File: config.mk
export PLATFORM = sky130hd
export DESIGN_NAME = change_dispenser
export DESIGN_NICKNAME = d
export VERILOG_FILES = /design/src/rtl/change_dispenser.sv
export SDC_FILE = /design/constraint.sdc
export NUM_CORES = 1
export LEC_CHECK = 0
export ABC_CLOCK_PERIOD_IN_PS = 3800
export CAP_MARGIN = 0
export CORE_MARGIN = 2
export CORE_UTILIZATION = 35
export CTS_BUF_LIST = sky130_fd_sc_hd__clkbuf_4 sky130_fd_sc_hd__clkbuf_8
export DETAILED_ROUTE_END_ITERATION = 16
export GPL_TIMING_DRIVEN = 1
export SETUP_SLACK_MARGIN = 0.15
export SYNTH_ARGS = -nofsm -noshare
export SYNTH_HDL_FRONTEND = slang
export SYNTH_SLANG_ARGS = --single-unit
export TNS_END_PERCENT = 5
File: constraint.sdc
create_clock -name CLK -period 3.8 [get_ports CLK]
set_clock_uncertainty 0.1 [all_clocks]
set_input_delay 0.76 -clock CLK [delete_from_list [all_inputs] [get_ports CLK]]
set_output_delay 0.76 -clock CLK [all_outputs]
set_load 0.1 [all_outputs]
File: src/rtl/change_dispenser.sv
// Coin-change dispenser: pays a requested amount greedily from quarter, dime and
// nickel tubes through a valid/ack handshake with the coin mechanism.
module change_dispenser #(
    parameter int AMOUNT_W = 8,
    parameter int INV_MAX  = 15
) (
    input  logic                CLK,
    input  logic                RST,
    input  logic                START,
    input  logic [AMOUNT_W-1:0] AMOUNT,
    input  logic                REFILL,
    input  logic                COIN_ACK,
    output logic                COIN_VALID,
    output logic [1:0]          COIN_TYPE,
    output logic                BUSY,
    output logic                DONE,
    output logic                ERR,
    output logic [AMOUNT_W-1:0] SHORT
);

    typedef enum logic [1:0] {
        S_IDLE,
        S_SELECT,
        S_OFFER,
        S_FINISH
    } state_e;

    localparam logic [1:0] COIN_NICKEL  = 2'b00;
    localparam logic [1:0] COIN_DIME    = 2'b01;
    localparam logic [1:0] COIN_QUARTER = 2'b10;

    localparam logic [3:0]          INV_FULL  = 4'(INV_MAX);
    localparam logic [AMOUNT_W-1:0] VAL_NICKEL  = AMOUNT_W'(5);
    localparam logic [AMOUNT_W-1:0] VAL_DIME    = AMOUNT_W'(10);
    localparam logic [AMOUNT_W-1:0] VAL_QUARTER = AMOUNT_W'(25);

    state_e              state_q, state_d;
    logic [AMOUNT_W-1:0] rem_q, rem_d;
    logic                err_q, err_d;
    logic [1:0]          coin_type_q, coin_type_d;
    logic [3:0]          cnt_nickel_q, cnt_nickel_d;
    logic [3:0]          cnt_dime_q, cnt_dime_d;
    logic [3:0]          cnt_quarter_q, cnt_quarter_d;

    logic                sel_valid;
    logic [1:0]          sel_type;
    logic [AMOUNT_W-1:0] offer_value;
    logic                amount_bad;

    function automatic logic [AMOUNT_W-1:0] coin_value(input logic [1:0] coin);
        case (coin)
            COIN_QUARTER: coin_value = VAL_QUARTER;
            COIN_DIME:    coin_value = VAL_DIME;
            default:      coin_value = VAL_NICKEL;
        endcase
    endfunction

    assign amount_bad  = (AMOUNT % VAL_NICKEL) != '0;
    assign offer_value = coin_value(coin_type_q);

    // Greedy choice: largest coin that still fits and is in stock.
    always_comb begin
        sel_valid = 1'b1;
        sel_type  = COIN_NICKEL;
        if (rem_q >= VAL_QUARTER && cnt_quarter_q != '0) begin
            sel_type = COIN_QUARTER;
        end else if (rem_q >= VAL_DIME && cnt_dime_q != '0) begin
            sel_type = COIN_DIME;
        end else if (rem_q >= VAL_NICKEL && cnt_nickel_q != '0) begin
            sel_type = COIN_NICKEL;
        end else begin
            sel_valid = 1'b0;
        end
    end

    // NOTE: sequential state uses non-blocking assignments so every register
    // samples the pre-edge value of every other register.
    always_ff @(posedge CLK) begin
        if (RST) begin
            state_q       <= S_IDLE;
            rem_q         <= '0;
            err_q         <= 1'b0;
            coin_type_q   <= COIN_NICKEL;
            cnt_nickel_q  <= INV_FULL;
            cnt_dime_q    <= INV_FULL;
            cnt_quarter_q <= INV_FULL;
        end else begin
            state_q       <= state_d;
            rem_q         <= rem_d;
            err_q         <= err_d;
            coin_type_q   <= coin_type_d;
            cnt_nickel_q  <= cnt_nickel_d;
            cnt_dime_q    <= cnt_dime_d;
            cnt_quarter_q <= cnt_quarter_d;
        end
    end

    // NOTE: every next-state value gets a hold default first so no path
    // through the case statement infers a latch.
    always_comb begin
        state_d       = state_q;
        rem_d         = rem_q;
        err_d         = err_q;
        coin_type_d   = coin_type_q;
        cnt_nickel_d  = cnt_nickel_q;
        cnt_dime_d    = cnt_dime_q;
        cnt_quarter_d = cnt_quarter_q;

        case (state_q)
            S_IDLE: begin
                if (REFILL) begin
                    cnt_nickel_d  = INV_FULL;
                    cnt_dime_d    = INV_FULL;
                    cnt_quarter_d = INV_FULL;
                end
                if (START) begin
                    rem_d   = AMOUNT;
                    err_d   = amount_bad;
                    // Odd amounts still pass through SELECT so every coinless
                    // request completes with the same START-to-DONE latency.
                    state_d = S_SELECT;
                end
            end

            S_SELECT: begin
                if (err_q || rem_q == '0) begin
                    state_d = S_FINISH;
                end else if (!sel_valid) begin
                    err_d   = 1'b1;
                    state_d = S_FINISH;
                end else begin
                    coin_type_d = sel_type;
                    state_d     = S_OFFER;
                end
            end

            S_OFFER: begin
                if (COIN_ACK) begin
                    rem_d = (rem_q >= offer_value) ? rem_q - offer_value : '0;
                    case (coin_type_q)
                        COIN_QUARTER: if (cnt_quarter_q != '0) cnt_quarter_d = cnt_quarter_q - 4'd1;
                        COIN_DIME:    if (cnt_dime_q != '0)    cnt_dime_d    = cnt_dime_q - 4'd1;
                        default:      if (cnt_nickel_q != '0)  cnt_nickel_d  = cnt_nickel_q - 4'd1;
                    endcase
                    state_d = S_SELECT;
                end
            end

            S_FINISH: state_d = S_IDLE;

            default: state_d = S_IDLE;
        endcase
    end

    always_comb begin
        COIN_VALID = (state_q == S_OFFER);
        COIN_TYPE  = coin_type_q;
        BUSY       = (state_q != S_IDLE);
        DONE       = (state_q == S_FINISH);
        ERR        = DONE & err_q;
        SHORT      = DONE ? rem_q : '0;
    end

endmodule

==> results of run 1 <==
==> cells by family (layout without fill, tap and decap cells) <==
family / after synthesis / count (layout) / share of synthesized area, %
simple gates: 112 / 112 / 26.7
compound gates: 106 / 106 / 29.7
buf+inv: 49 / 66 / 10.4
flops: 25 / 25 / 21.0
fa+ha+maj: 15 / 15 / 8.18
xor+xnor: 11 / 11 / 4.04
==> power by group through the flow <==
stage	Sequential, mW	Combinational [mW]	Clock (mW)
3_3_place_gp	0.339	0.438	0
6_report	0.334	0.442	0.171
4_1_cts	0.333	0.442	0.174
5_1_grt	0.339	0.492	0.185
3_5_place_dp	0.339	0.440	0
2_1_floorplan	0.332	0.348	0
==> worst max-delay path, delay by kind of cell <==
family	cells	cell delay, ns
fa+ha+maj	1	0.22
xor+xnor	1	0.14
simple gates	1	0.11
compound gates	5	1.26
buf+inv	2	0.89
==> layer usage <==
layer	routed length [um]	share of wire, %
met5	0	0
met2	2650	45
met3	224	3.8
met4	83	1.4
met1	2940	50
==> through the flow <==
step | hold slack, ns | worst slack, ns | utilization, % | area (um2)
2_1_floorplan | 0.383 | 0.515 | - | 2380
3_3_place_gp | 0.408 | 0.367 | 39.4 | 2630
3_5_place_dp | 0.422 | 0.280 | 39.4 | 2630
4_1_cts | 0.440 | 0.564 | 40.1 | 2680
5_1_grt | 0.478 | 0.292 | 40.1 | 2680
6_report | 0.440 | 0.541 | 40.1 | 2680
==> cells in the mapped netlist, types with 3 or more instances <==
cell / instances
clkbuf_1: 7
o221ai_1: 6
and3_1: 17
buf_2: 7
dfxtp_1: 25
a22oi_1: 5
nor3_1: 8
nand2_1: 18
a31oi_1: 10
buf_6: 4
nand3_1: 6
o31ai_1: 4
inv_1: 28
a21oi_1: 23
o22ai_1: 3
nor2_1: 22
xnor2_1: 10
nor2b_1: 10
nor3b_1: 4
ha_1: 14
nand2b_1: 11
o21ai_0: 28
==> state kept, by name (all words and copies together) (netlist names) <==
register / cells
state_q: 2
cnt_quarter_q: 4
cnt_nickel_q: 4
COIN_TYPE: 2
rem_q: 8
cnt_dime_q: 4
err_q: 1
==> cell type report <==
type,instances,area [um2]
sequential,25,500
inverter,28,105
timing repair buffer,34,290
tap,80,100
clock inverter,1,7.51
multi-input combinational,244,1640
clock buffer,3,41.3
fill,697,4000
==> path summary, 6_finish.rpt <==
kind	startpoint	cells after the start	slack (ns)	to
hold / removal	rem_q[6]	2	0.44	rem_q[6]
hold reg to reg	rem_q[6]	2	0.44	rem_q[6]
setup reg to reg	COIN_TYPE[1]	13	0.90	rem_q[2]
setup / recovery	AMOUNT[6]	10	0.54	err_q
==> impl_metrics.env, run 1 <==
export IMPL_crit_path_start_kind="input port"
export IMPL_async_flop_share_pct=0
export IMPL_diodes=0
export IMPL_final_cell_mix="inv_1 (28), o21ai_0 (28), dfxtp_1 (25)"
export IMPL_worst_pin_slew_ns=0.965
export IMPL_io_pin_count=27
export IMPL_route_detailed_drc=0
export IMPL_grtUsageMet1_pct=23.6
export IMPL_cts_tree="yes"
export IMPL_grt_max_degree=21
export IMPL_grt_pass1_vias=1987
export IMPL_slew_violations=0
export IMPL_routabilityCongestion=0.852
export IMPL_power_uw=947
export IMPL_end_kind="flop"
export IMPL_setup_viol=0
export IMPL_ys_seq_area_share_pct=21.0
export IMPL_p_clk_share_pct=18.1
export IMPL_p_int_uw=531
export IMPL_cts_made_buffers=3
export IMPL_drtIter0Drc=108
export IMPL_ys_seq_elements=25
export IMPL_yosysWarnings=0
export IMPL_synth_nets=346
export IMPL_ant_nets=0
export IMPL_crit_required_ns=3.91
export IMPL_core_area_um2=6680
export IMPL_drive_gt1_share_pct=10.1
export IMPL_instances_no_fill=415
export IMPL_dieArea_um2=7490
export IMPL_peakVddDrop_mv=0.153
export IMPL_power_density_nw_per_um2=353
export IMPL_syn2layout_area_growth_pct=12.4
export IMPL_grt_met3_usage_pct=1.33
export IMPL_p_leak_nw=1.14
export IMPL_min_period_ns=3.26
export IMPL_synth_cell_area_um2=2380
export IMPL_via_count=2282
export IMPL_clk_path_buf_depth=2
export IMPL_netSwitchingFraction_pct=43.9
export IMPL_synth_area_leaders="dfxtp_1 (21%), ha_1 (7.3%), o21ai_0 (5.9%)"
export IMPL_synth_ff_type="dfxtp_1"
export IMPL_synth_edf_count=0
export IMPL_synth_cell_type_count=63
export IMPL_slew_headroom_pct=35.4
export IMPL_grt_busiest_layer="met2"
export IMPL_synth_cells=318
export IMPL_cts_resized=0
export IMPL_wire_per_inst_um=14.2
export IMPL_drv_cap=0
export IMPL_crit_type="in -> reg"
export IMPL_hp_class="reg -> reg"
export IMPL_post_route_period_util_pct=85.8
export IMPL_yosys_area_top_type_share_pct=21.0
export IMPL_cts_max_level=1
export IMPL_max_stage_delay_ns=0.82
export IMPL_wl_um=5900
export IMPL_die_w_um=86.5
export IMPL_fin_nets=364
export IMPL_initial_core_util_pct=35.7
export IMPL_first_pass_iters=4
export IMPL_clk_latency_ns=0.28
export IMPL_path_clk_slew_ns=0.10
export IMPL_p_comb_share_pct=46.7
export IMPL_p_switching_uw=415
export IMPL_hold_violations=0
export IMPL_fp_dieH_um=86.5
export IMPL_cp_cell_sequence="clkdlybuf4s50_1 > xnor2_1 > a221o_1 > a21oi_2 > ha_1 > inv_1 > o211a_1 > a2111oi_2 > nor4_1 > a41oi_1"
export IMPL_grt_pass1_wl_um=9780
export IMPL_yosysTopAreaCell="dfxtp_1"
export IMPL_cts_root_buf="clkbuf_8"
export IMPL_grt_met2_usage_pct=24.6
export IMPL_cts_post_setup_buffers_inserted=0
export IMPL_overflow=0
export IMPL_place_hpwl_um=4490
export IMPL_ctsHoldBuffers=0
export IMPL_status="completed"
export IMPL_cp_slowest_cell="clkdlybuf4s50_1"
export IMPL_worst_ep_arrival_time_ns=3.37
export IMPL_finalSetupTns_ns=0
export IMPL_seq_power_share_pct=35.2
export IMPL_via_per_inst=5.50
export IMPL_synth_avg_cell_area_um2=7.50
export IMPL_rsz0062_at_grt="no"
export IMPL_placed_cells=411
export IMPL_io_buffers=26
export IMPL_antenna_found_initial=0
export IMPL_rows=30
export IMPL_path_max_fanout=17
export IMPL_clock_sinks=25
export IMPL_max_freq_ghz=0.307
export IMPL_track_usage_pct=15.9
Power figures use the tool's default switching activity.
==> run 2: changes to the inputs <==
--- a/config.mk
+++ b/config.mk
@@ -11,6 +11,7 @@
 export CORE_UTILIZATION = 35
 export CTS_BUF_LIST = sky130_fd_sc_hd__clkbuf_4 sky130_fd_sc_hd__clkbuf_8
 export DETAILED_ROUTE_END_ITERATION = 16
+export GPL_ROUTABILITY_DRIVEN = 0
 export GPL_TIMING_DRIVEN = 1
 export SETUP_SLACK_MARGIN = 0.15
 export SYNTH_ARGS = -nofsm -noshare
==> results of run 2 <==
Same layout as run 1: the final DEF is identical, and so are final timing and power.
